[config.mk]
export PLATFORM = sky130hd
export DESIGN_NAME = dmem_arbiter_flat
export DESIGN_NICKNAME = d
export VERILOG_FILES = /design/src/rtl/dmem_arbiter_pkg.sv /design/src/rtl/dmem_arbiter_if.sv /design/src/rtl/dmem_arbiter_rr_priority_picker.sv /design/src/rtl/dmem_arbiter.sv /design/src/flat_wrapper.sv
export SDC_FILE = /design/constraint.sdc
export NUM_CORES = 1
export LEC_CHECK = 0
export CORE_MARGIN = 1.5
export CORE_UTILIZATION = 37
export DETAILED_ROUTE_END_ITERATION = 12
export PLACE_DENSITY = 0.95
export SLEW_MARGIN = 20
export SYNTH_ARGS = -nofsm -noshare
export SYNTH_HDL_FRONTEND = slang
export SYNTH_HIERARCHICAL = 1
export SYNTH_SLANG_ARGS = --single-unit
[constraint.sdc]
create_clock -name clk -period 5.7 [get_ports clk]
set_clock_uncertainty 0.1 [all_clocks]
set_input_delay 0.855 -clock clk [delete_from_list [all_inputs] [get_ports clk]]
set_output_delay 0.855 -clock clk [all_outputs]
set_load 0.02 [all_outputs]
[src/rtl/dmem_arbiter_pkg.sv]
// Shared types and helpers for the data-memory arbiter.
// Helpers work on vectors of MAX_PORTS bits so they serve any NUM_PORTS in 2..8.
package dmem_arb_pkg;

    localparam int MAX_PORTS = 8;
    localparam int IDX_W     = 3;

    typedef enum logic [1:0] {
        IDLE,
        ISSUE,
        LOCKED
    } arb_state_t;

    // First set bit of req at or after ptr, in modulo-n order, as a one-hot vector.
    function automatic logic [MAX_PORTS-1:0] rr_pick(
        input logic [MAX_PORTS-1:0] req,
        input logic [IDX_W-1:0]     ptr,
        input int                   n
    );
        logic [MAX_PORTS-1:0] oh;
        bit                   found;
        int                   idx;
        oh    = '0;
        found = 1'b0;
        for (int k = 0; k < MAX_PORTS; k++) begin
            if (k < n) begin
                idx = int'(ptr) + k;
                if (idx >= n) idx = idx - n;
                if (!found && req[idx]) begin
                    oh[idx] = 1'b1;
                    found   = 1'b1;
                end
            end
        end
        return oh;
    endfunction

    function automatic logic [IDX_W-1:0] onehot2idx(input logic [MAX_PORTS-1:0] oh);
        logic [IDX_W-1:0] idx;
        idx = '0;
        for (int k = 0; k < MAX_PORTS; k++) begin
            if (oh[k]) idx = idx | IDX_W'(k);
        end
        return idx;
    endfunction

endpackage

[src/rtl/dmem_arbiter_if.sv]
// Core-side bus of the data-memory arbiter: requests in, grants and read returns out.
interface dmem_arbiter_if #(
    parameter int NUM_PORTS = 4,
    parameter int DATA_W    = 16,
    parameter int ADDR_W    = 16
);
    logic [NUM_PORTS-1:0]        req;
    logic [NUM_PORTS-1:0]        we;
    logic [NUM_PORTS-1:0]        lock;
    logic [NUM_PORTS*ADDR_W-1:0] addr;
    logic [NUM_PORTS*DATA_W-1:0] wdata;
    logic [NUM_PORTS-1:0]        gnt;
    logic [NUM_PORTS-1:0]        addr_err;
    logic [NUM_PORTS-1:0]        rvalid;
    logic [DATA_W-1:0]           rdata;

    modport master (
        output req, we, lock, addr, wdata,
        input  gnt, addr_err, rvalid, rdata
    );

    modport slave (
        input  req, we, lock, addr, wdata,
        output gnt, addr_err, rvalid, rdata
    );
endinterface

[src/rtl/dmem_arbiter_rr_priority_picker.sv]
// Round-robin picker: rotate requests so ptr sits at bit 0, keep the lowest set bit,
// then rotate back. Purely combinational.
module rr_priority_picker #(
    parameter int N  = 4,
    parameter int PW = 2
) (
    input  logic [N-1:0]  req,
    input  logic [PW-1:0] ptr,
    output logic [N-1:0]  pick
);
    logic [N-1:0] rot;
    logic [N-1:0] rot_pick;

    generate
        for (genvar gi = 0; gi < N; gi++) begin : g_rot
            logic [PW:0] fwd;
            logic [PW:0] back;
            always_comb begin
                fwd = {1'b0, ptr} + (PW+1)'(gi);
                if (fwd >= (PW+1)'(N)) fwd = fwd - (PW+1)'(N);
                back = (PW+1)'(gi) + (PW+1)'(N) - {1'b0, ptr};
                if (back >= (PW+1)'(N)) back = back - (PW+1)'(N);
            end
            assign rot[gi]  = req[fwd[PW-1:0]];
            assign pick[gi] = rot_pick[back[PW-1:0]];
        end
    endgenerate

    // Two's-complement trick isolates the lowest set bit.
    assign rot_pick = rot & (~rot + N'(1));

endmodule

[src/rtl/dmem_arbiter.sv]
// Round-robin arbiter sharing one single-port data RAM between NUM_PORTS cores,
// with per-port lock for read-modify-write sequences.
module dmem_arbiter
    import dmem_arb_pkg::*;
#(
    parameter int NUM_PORTS  = 4,
    parameter int DATA_W     = 16,
    parameter int ADDR_W     = 16,
    parameter int RAM_ADDR_W = 5
) (
    input  logic                  clk,
    input  logic                  rst,
    dmem_arbiter_if.slave         bus,
    output logic [RAM_ADDR_W-1:0] ram_addr,
    output logic [DATA_W-1:0]     ram_wdata,
    output logic                  ram_we,
    input  logic [DATA_W-1:0]     ram_rdata,
    output logic                  busy
);
    localparam int PTR_W = $clog2(NUM_PORTS);

    arb_state_t            state_reg;
    logic [PTR_W-1:0]      rr_ptr_reg;
    logic [PTR_W-1:0]      owner_reg;
    logic [NUM_PORTS-1:0]  gnt_reg;
    logic [NUM_PORTS-1:0]  addr_err_reg;
    logic [NUM_PORTS-1:0]  pend_rd_reg;
    logic [NUM_PORTS-1:0]  rvalid_reg;
    logic [RAM_ADDR_W-1:0] ram_addr_reg;
    logic [DATA_W-1:0]     ram_wdata_reg;
    logic                  ram_we_reg;
    logic                  busy_reg;

    logic [ADDR_W-1:0]     port_addr  [NUM_PORTS];
    logic [DATA_W-1:0]     port_wdata [NUM_PORTS];
    logic [NUM_PORTS-1:0]  addr_hi_err;

    generate
        for (genvar gi = 0; gi < NUM_PORTS; gi++) begin : g_port
            assign port_addr[gi]   = bus.addr[gi*ADDR_W +: ADDR_W];
            assign port_wdata[gi]  = bus.wdata[gi*DATA_W +: DATA_W];
            assign addr_hi_err[gi] = |port_addr[gi][ADDR_W-1:RAM_ADDR_W];
        end
    endgenerate

    function automatic logic [PTR_W-1:0] inc_ptr(input logic [PTR_W-1:0] p);
        return (p == PTR_W'(NUM_PORTS-1)) ? '0 : p + PTR_W'(1);
    endfunction

    logic [NUM_PORTS-1:0] owner_oh;
    logic                 locked_hold;
    logic [NUM_PORTS-1:0] eff_req;
    logic [PTR_W-1:0]     eff_ptr;
    logic [NUM_PORTS-1:0] win_oh;
    logic [PTR_W-1:0]     win_idx;
    logic                 grant_any;

    // While the owner keeps lock high only its request is visible; on lock release the
    // search restarts just after the owner.
    assign owner_oh    = NUM_PORTS'(1) << owner_reg;
    assign locked_hold = (state_reg == LOCKED) && |(bus.lock & owner_oh);
    assign eff_req     = locked_hold ? (bus.req & owner_oh) : bus.req;
    assign eff_ptr     = (state_reg == LOCKED) ? inc_ptr(owner_reg) : rr_ptr_reg;
    assign grant_any   = |win_oh;
    assign win_idx     = PTR_W'(onehot2idx(MAX_PORTS'(win_oh)));

    rr_priority_picker #(
        .N  (NUM_PORTS),
        .PW (PTR_W)
    ) u_picker (
        .req  (eff_req),
        .ptr  (eff_ptr),
        .pick (win_oh)
    );

    always_ff @(posedge clk or negedge rst) begin
        if (!rst) begin
            state_reg     <= IDLE;
            rr_ptr_reg    <= '0;
            owner_reg     <= '0;
            gnt_reg       <= '0;
            addr_err_reg  <= '0;
            pend_rd_reg   <= '0;
            rvalid_reg    <= '0;
            ram_addr_reg  <= '0;
            ram_wdata_reg <= '0;
            ram_we_reg    <= 1'b0;
            busy_reg      <= 1'b0;
        end else begin
            gnt_reg      <= win_oh;
            addr_err_reg <= win_oh & addr_hi_err;
            ram_we_reg   <= grant_any && bus.we[win_idx];
            pend_rd_reg  <= (grant_any && !bus.we[win_idx]) ? win_oh : '0;
            rvalid_reg   <= pend_rd_reg;
            if (grant_any) begin
                ram_addr_reg  <= port_addr[win_idx][RAM_ADDR_W-1:0];
                ram_wdata_reg <= port_wdata[win_idx];
            end

            if (locked_hold) begin
                state_reg <= LOCKED;
                busy_reg  <= 1'b1;
            end else if (grant_any) begin
                rr_ptr_reg <= inc_ptr(win_idx);
                busy_reg   <= 1'b1;
                if (bus.lock[win_idx]) begin
                    state_reg <= LOCKED;
                    owner_reg <= win_idx;
                end else begin
                    state_reg <= ISSUE;
                end
            end else begin
                state_reg <= IDLE;
                busy_reg  <= 1'b0;
                if (state_reg == LOCKED) rr_ptr_reg <= inc_ptr(owner_reg);
            end
        end
    end

    assign bus.gnt      = gnt_reg;
    assign bus.addr_err = addr_err_reg;
    assign bus.rvalid   = rvalid_reg;
    assign bus.rdata    = (|rvalid_reg) ? ram_rdata : '0;
    assign ram_addr     = ram_addr_reg;
    assign ram_wdata    = ram_wdata_reg;
    assign ram_we       = ram_we_reg;
    assign busy         = busy_reg;

endmodule

[src/flat_wrapper.sv]
// flat-port wrapper written by rule: the top's interface ports become plain ports
module dmem_arbiter_flat import dmem_arb_pkg::*;
#(
    parameter int NUM_PORTS  = 4,
    parameter int DATA_W     = 16,
    parameter int ADDR_W     = 16,
    parameter int RAM_ADDR_W = 5
)
  (clk, rst, ram_addr, ram_wdata, ram_we, ram_rdata, busy, bus_req, bus_we, bus_lock, bus_addr, bus_wdata, bus_gnt, bus_addr_err, bus_rvalid, bus_rdata);
  dmem_arbiter_if #(.NUM_PORTS(NUM_PORTS), .DATA_W(DATA_W), .ADDR_W(ADDR_W)) bus_i ();
  input  logic clk;
  input  logic rst;
  output logic [RAM_ADDR_W-1:0] ram_addr;
  output logic [DATA_W-1:0] ram_wdata;
  output logic ram_we;
  input  logic [DATA_W-1:0] ram_rdata;
  output logic busy;
  input wire logic [$bits(bus_i.req)-1:0] bus_req;
  input wire logic [$bits(bus_i.we)-1:0] bus_we;
  input wire logic [$bits(bus_i.lock)-1:0] bus_lock;
  input wire logic [$bits(bus_i.addr)-1:0] bus_addr;
  input wire logic [$bits(bus_i.wdata)-1:0] bus_wdata;
  output wire logic [$bits(bus_i.gnt)-1:0] bus_gnt;
  output wire logic [$bits(bus_i.addr_err)-1:0] bus_addr_err;
  output wire logic [$bits(bus_i.rvalid)-1:0] bus_rvalid;
  output wire logic [$bits(bus_i.rdata)-1:0] bus_rdata;
  assign bus_i.req = bus_req;
  assign bus_i.we = bus_we;
  assign bus_i.lock = bus_lock;
  assign bus_i.addr = bus_addr;
  assign bus_i.wdata = bus_wdata;
  assign bus_gnt = bus_i.gnt;
  assign bus_addr_err = bus_i.addr_err;
  assign bus_rvalid = bus_i.rvalid;
  assign bus_rdata = bus_i.rdata;
  dmem_arbiter #(.NUM_PORTS(NUM_PORTS), .DATA_W(DATA_W), .ADDR_W(ADDR_W), .RAM_ADDR_W(RAM_ADDR_W)) u_core (.clk(clk), .rst(rst), .bus(bus_i), .ram_addr(ram_addr), .ram_wdata(ram_wdata), .ram_we(ram_we), .ram_rdata(ram_rdata), .busy(busy));
endmodule
==> run summary, run 1 <==
status: finished clean
Post-DP HPWL: 7600 um
htree depth: 2
Worst-Skew Late Latency: 0.30 ns
Cell Area, Synth: 2730 um2
largest net degree at the start of global routing: 46
I/O pin count: 209
area share of the largest cell type after synthesis: 41.3%
routability congestion estimate: 0.873
synth warn: 6
ys async rst share: 100%
worst vdd ir: 0.395 mV
min Tclk post-route: 4.21 ns
fillers: 544
Starting Density: 38.0%
fraction of layout cells with a size suffix above 1: 7.09%
worst slew pin tran: 0.909 ns
Final Util: 69.0%
total congestion overflow: 0
max-slew violations: 0
Required @ worst endpoint: 5.81 ns
Max Clk Rate: 0.238 GHz
first-pass GRT wire length: 14,200 um
dominant cells by area after synthesis: dfrtp_1, mux2_2, o311ai_0
Final Cell Area: 4950 um2
hold buffers post-CTS: 0
via count: 3,039
RSZ-0062 raised after global routing: false
PwrDens: 540 nW/um2
crit start category: primary input
library cells used by synthesis: 39
final hold violations: 0
number of synthesized flops with an enable pin: 0
max FFs per register: 16
Layout area overhead: 81.6%
Final period util: 73.8%
CTS resizes: 0
Pre-antenna DRT Iters: 4
per-cell routed wire length: 16.3 um
Core Box Area: 7180 um2
WL final: 9660 um
vias in the first global route: 2,999
Placement Rows: 31
Synthesized Nets: 455
Post-DP Area: 4850 um2
largest area contributor in the netlist: dfrtp_1
DIE WIDTH: 88.8 um
number of vias per cell: 5.12
Syn Inst Count: 293
critical path class: primary input to flip-flop
DRT iter0 DRCs: 106
Reg area: 1130 um2
clock sink count: 45
initial antenna violation count: 0
syn_area_per_cell: 9.30 um2
Max-Cap Viols: 0
Worst EP arrival: 4.32 ns
most frequent cells in the layout: clkdlybuf4s50_1, dfrtp_1, nand2_1, a21oi_1, nor2_1
Die H: 88.8 um
multi-input logic area: 1490 um2
Remaining DRCs: 0
Seq/Total Area, Yosys: 41.3%
final worst slack: 1.49 ns
leakage power: 1.99 nW
CTS tree: done
Main synth FF type: dfrtp_1
setup violators final: 0
most common cell after layout, fill and taps aside: clkdlybuf4s50_1
Clock Tree Buf Depth: 2
Yosys reg bits: 45
post-CTS setup repair buffer count: 0
Die Footprint: 7890 um2
Port Buf Inserts: 208
CTS Root Cell: clkbuf_8
pre-CTS WS: 1.26 ns
Hold Path Class: flip-flop to flip-flop
# nets final: 655
cts bufs inserted: 5
Worst slew margin: 39.4%
setup_tns: 0 ns
GRT Total Usage: 23.4%
CP Max Fanout: 25
CP endpoint kind: flip-flop
Post-DRT Antenna Nets: 0
n_diodes: 0
clk slew on worst S/H paths: 0.08 ns
==> cell usage after synthesis, drive strengths merged, types with 3 or more instances <==
cell type  instances
nor4               9
mux2              23
clkbuf             9
nor3               7
and2b              9
mux2i              4
o311ai            20
dfrtp             45
nor2              26
buf                9
ha                 4
a31oi              4
nand2             32
a21oi             29
nand2b            21
nor2b              9
nand3              3
a22oi              3
o21a               6
inv                6
==> per-stage QoR <==
step,std cells,hold slack [ns],power [mW]
global placement,585,0.233,2.41
detailed placement,585,0.235,2.48
global route,593,0.258,2.87
floorplan,293,0.231,1.78
finish,593,0.251,2.67
CTS,593,0.253,2.67
==> worst max-delay path, cell delays in order <==
cell	delay, ns
clkdlybuf4s50_1	0.42
a22oi_1	0.22
a21o_1	0.37
o21a_1	0.25
a21o_1	0.14
a21oi_1	0.07
o21a_1	0.24
inv_1	0.57
nand3_2	0.63
nand4_1	0.33
mux2i_1	0.22
==> where the power goes <==
part           leakage [nW]  switching, mW  internal, mW
registers             0.556         0.0741         0.485
clock network        0.0450          0.105        0.0851
logic                  1.39           1.07         0.849
total                  1.99           1.25          1.42
==> final cells by class <==
| class | count | area share (%) |
|---|---|---|
| clock inverter | 2 | 0.202 |
| timing repair buffer | 211 | 42.5 |
| clock buffer | 6 | 1.47 |
| multi-input combinational | 224 | 30.1 |
| inverter | 6 | 0.455 |
| tap | 99 | 2.50 |
| sequential | 45 | 22.8 |
==> final timing paths <==
check                                      start                   end  slack, ns  cells after the start
max                                  bus_lock[0]   u_core/owner_reg[0]       1.49                     11
min                        u_core/pend_rd_reg[2]  u_core/bus.rvalid[2]       0.25                      0
max reg2reg                  u_core/owner_reg[0]   u_core/owner_reg[0]       1.75                     12
min reg2reg                u_core/pend_rd_reg[2]  u_core/bus.rvalid[2]       0.25                      0
max in group asynchronous                    rst   u_core/ram_wdata[7]       4.65                      1
min in group asynchronous                    rst  u_core/rr_ptr_reg[1]       0.45                      1
==> kinds of logic (layout without fill, tap and decap cells) <==
logic type / Yosys count / after routing / share of synthesized area, %
and+or+nand+nor: 120 / 120 / 23.2
AOI/OAI and AO/OA: 72 / 72 / 18.1
DFF: 45 / 45 / 41.3
muxes: 27 / 27 / 11.0
buffers and inverters: 24 / 225 / 4.27
adders and majority gates: 4 / 4 / 1.84
xor gates and xnor gates: 1 / 1 / 0.321
==> metal layers <==
layer  wire length [um]  part of all wire (%)  up-vias  GRT usage, %
met5                  0                     0        -             0
met3                829                   8.6       20          5.60
met4                208                   2.2        0          8.10
met1               3610                    37     1424          25.6
li1                   -                     -     1452             -
met2               5020                    52      143          44.0
No activity file was read; power rests on OpenSTA's default activity.
==> inputs of run 2 (changes only) <==
CORE_UTILIZATION = 31   (was 37)
PLACE_DENSITY = 0.86   (was 0.95)
clock period = 3.5 ns   (was 5.7 ns; I/O delays follow)
==> run summary, run 2 (synthesis results as in run 1) <==
final hold violations: 0 (unchanged)
Final Util: 58.7% (-10 points)
initial antenna violation count: 0 (unchanged)
hold buffers post-CTS: 0 (unchanged)
clock sink count: 45 (unchanged)
worst slew pin tran: 0.596 ns (-0.313 ns)
total congestion overflow: 0 (unchanged)
most frequent cells in the layout: clkdlybuf4s50_1, dfrtp_1, nand2_1, a21oi_1, nor2_1
post-CTS setup repair buffer count: 0 (unchanged)
number of vias per cell: 4.98 (-2.8%)
min Tclk post-route: 3.23 ns
Die H: 96.8 um (+8.9%)
n_diodes: 0 (unchanged)
Pre-antenna DRT Iters: 4 (unchanged)
Clock Tree Buf Depth: 2 (unchanged)
final worst slack: 0.267 ns (-1.23 ns)
per-cell routed wire length: 16.1 um (-1.5%)
pre-CTS WS: 0.0701 ns (-1.19 ns)
Worst slew margin: 60.3% (+21 points)
I/O pin count: 209 (unchanged)
clk slew on worst S/H paths: 0.10 ns (+0.02 ns)
max-slew violations: 0 (unchanged)
Buf/Inv on CP: 2 (unchanged)
Post-DRT Antenna Nets: 0 (unchanged)
Placement Rows: 34 (+9.7%)
status: finished clean
Layout area overhead: 85.9%
Required @ worst endpoint: 3.59 ns (-2.22 ns)
# nets final: 666 (+1.7%)
Worst path slowest cell: dfrtp_1
CP Max Fanout: 22 (-12%)
CTS tree: done
Max Clk Rate: 0.309 GHz
Post-DP HPWL: 7840 um (+3.3%)
Core Box Area: 8640 um2 (+20%)
fraction of layout cells with a size suffix above 1: 9.31% (+2.2 points)
Final period util: 92.4%
routability congestion estimate: 0.883 (+1.2%)
Port Buf Inserts: 208 (unchanged)
setup violators final: 0 (unchanged)
GRT Total Usage: 20.9% (-2.5 points)
most common cell after layout, fill and taps aside: clkdlybuf4s50_1
max incr delay on CP: 0.43 ns (-0.20 ns)
Hold Path Class: primary input to async pin
critical path class: flip-flop to flip-flop
vias in the first global route: 3,283 (+9.5%)
Worst-Skew Late Latency: 0.30 ns (about the same)
worst hold slack: 0.124 ns (-0.127 ns)
DRT iter0 DRCs: 97 (-8.5%)
total power: 4.56 mW (+71%)
DIE WIDTH: 96.8 um (+8.9%)
delay-heaviest family, CP: compound AO/OA/AOI/OAI gates
PwrDens: 900 nW/um2 (+67%)
RSZ-0062 raised after global routing: false
Max-Cap Viols: 0 (unchanged)
CTS Root Cell: clkbuf_8
worst vdd ir: 0.506 mV (+28%)
via count: 3,054 (+0.49%)
first-pass GRT wire length: 16,000 um (+13%)
Worst EP arrival: 3.32 ns (-1.00 ns)
cts bufs inserted: 5 (unchanged)
max FFs per register: 16 (unchanged)
htree depth: 2 (unchanged)
WL final: 9840 um (+1.8%)
largest net degree at the start of global routing: 46 (unchanged)
setup_tns: 0 ns (unchanged)
Starting Density: 31.6% (-6.4 points)
CTS resizes: 0 (unchanged)
crit start category: flip-flop
CP endpoint kind: flip-flop
Remaining DRCs: 0 (unchanged)
worst path cell trace: inv_1 -> ha_1 -> a22oi_1 -> a21o_1 -> o21a_1 -> nor2b_1 -> nor3_1 -> o31a_1 -> nor2_2 -> buf_12 -> a211o_1 -> nand4_1 -> mux2i_1
leakage power: 2.05 nW (+2.8%)
Die Footprint: 9360 um2 (+19%)
[run 2: layout make-up]
| cell class | instances | area (um2) |
|---|---|---|
| Clock inverter | 3 | 21.3 |
| Fill cell | 744 | 3570 |
| Sequential cell | 45 | 1130 |
| Timing Repair Buffer | 222 | 2210 |
| Clock buffer | 5 | 68.8 |
| Tap cell | 108 | 135 |
| Multi-Input combinational cell | 224 | 1480 |
| Inverter | 6 | 22.5 |
[run 2: path summary, 6_finish.rpt]
path / from / to / slack, ns / cells after the start
setup reg to reg: u_core/owner_reg[0] / u_core/owner_reg[1] / 0.27 / 13
max in group asynchronous: rst / u_core/ram_wdata[5] / 2.77 / 1
hold reg to reg: u_core/pend_rd_reg[1] / u_core/bus.rvalid[1] / 0.26 / 0
setup / recovery: u_core/owner_reg[0] / u_core/owner_reg[1] / 0.27 / 13
min in group clk: u_core/pend_rd_reg[1] / u_core/bus.rvalid[1] / 0.26 / 0
hold / removal: rst / u_core/rr_ptr_reg[1] / 0.12 / 1
[run 2: per-stage QoR]
stage,area [um2],cells
floorplan,2730,293
global placement,4970,605
detailed placement,4970,605
CTS,5060,613
global route,5070,613
finish,5070,613
[run 2: metal layers]
| layer | track usage, % | routed length [um] |
|---|---|---|
| met5 | 0 | 0 |
| met4 | 3.68 | 55 |
| met3 | 6.43 | 788 |
| met2 | 40.0 | 5260 |
| met1 | 22.7 | 3740 |
[run 2: power breakdown]
group	internal, mW	switching (mW)	leakage (nW)
Clock	0.142	0.187	0.0445
Sequential	0.789	0.120	0.556
Combinational	1.54	1.79	1.45
[run 2: worst register-to-register path: cells and delay by family, from the launching register on]
| family | cells | cell delay [ns] |
|---|---|---|
| mux | 1 | 0.17 |
| flops | 1 | 0.43 |
| simple gates | 4 | 0.69 |
| buf+inv | 2 | 0.31 |
| compound gates | 5 | 1.22 |
| fa+ha+maj | 1 | 0.23 |
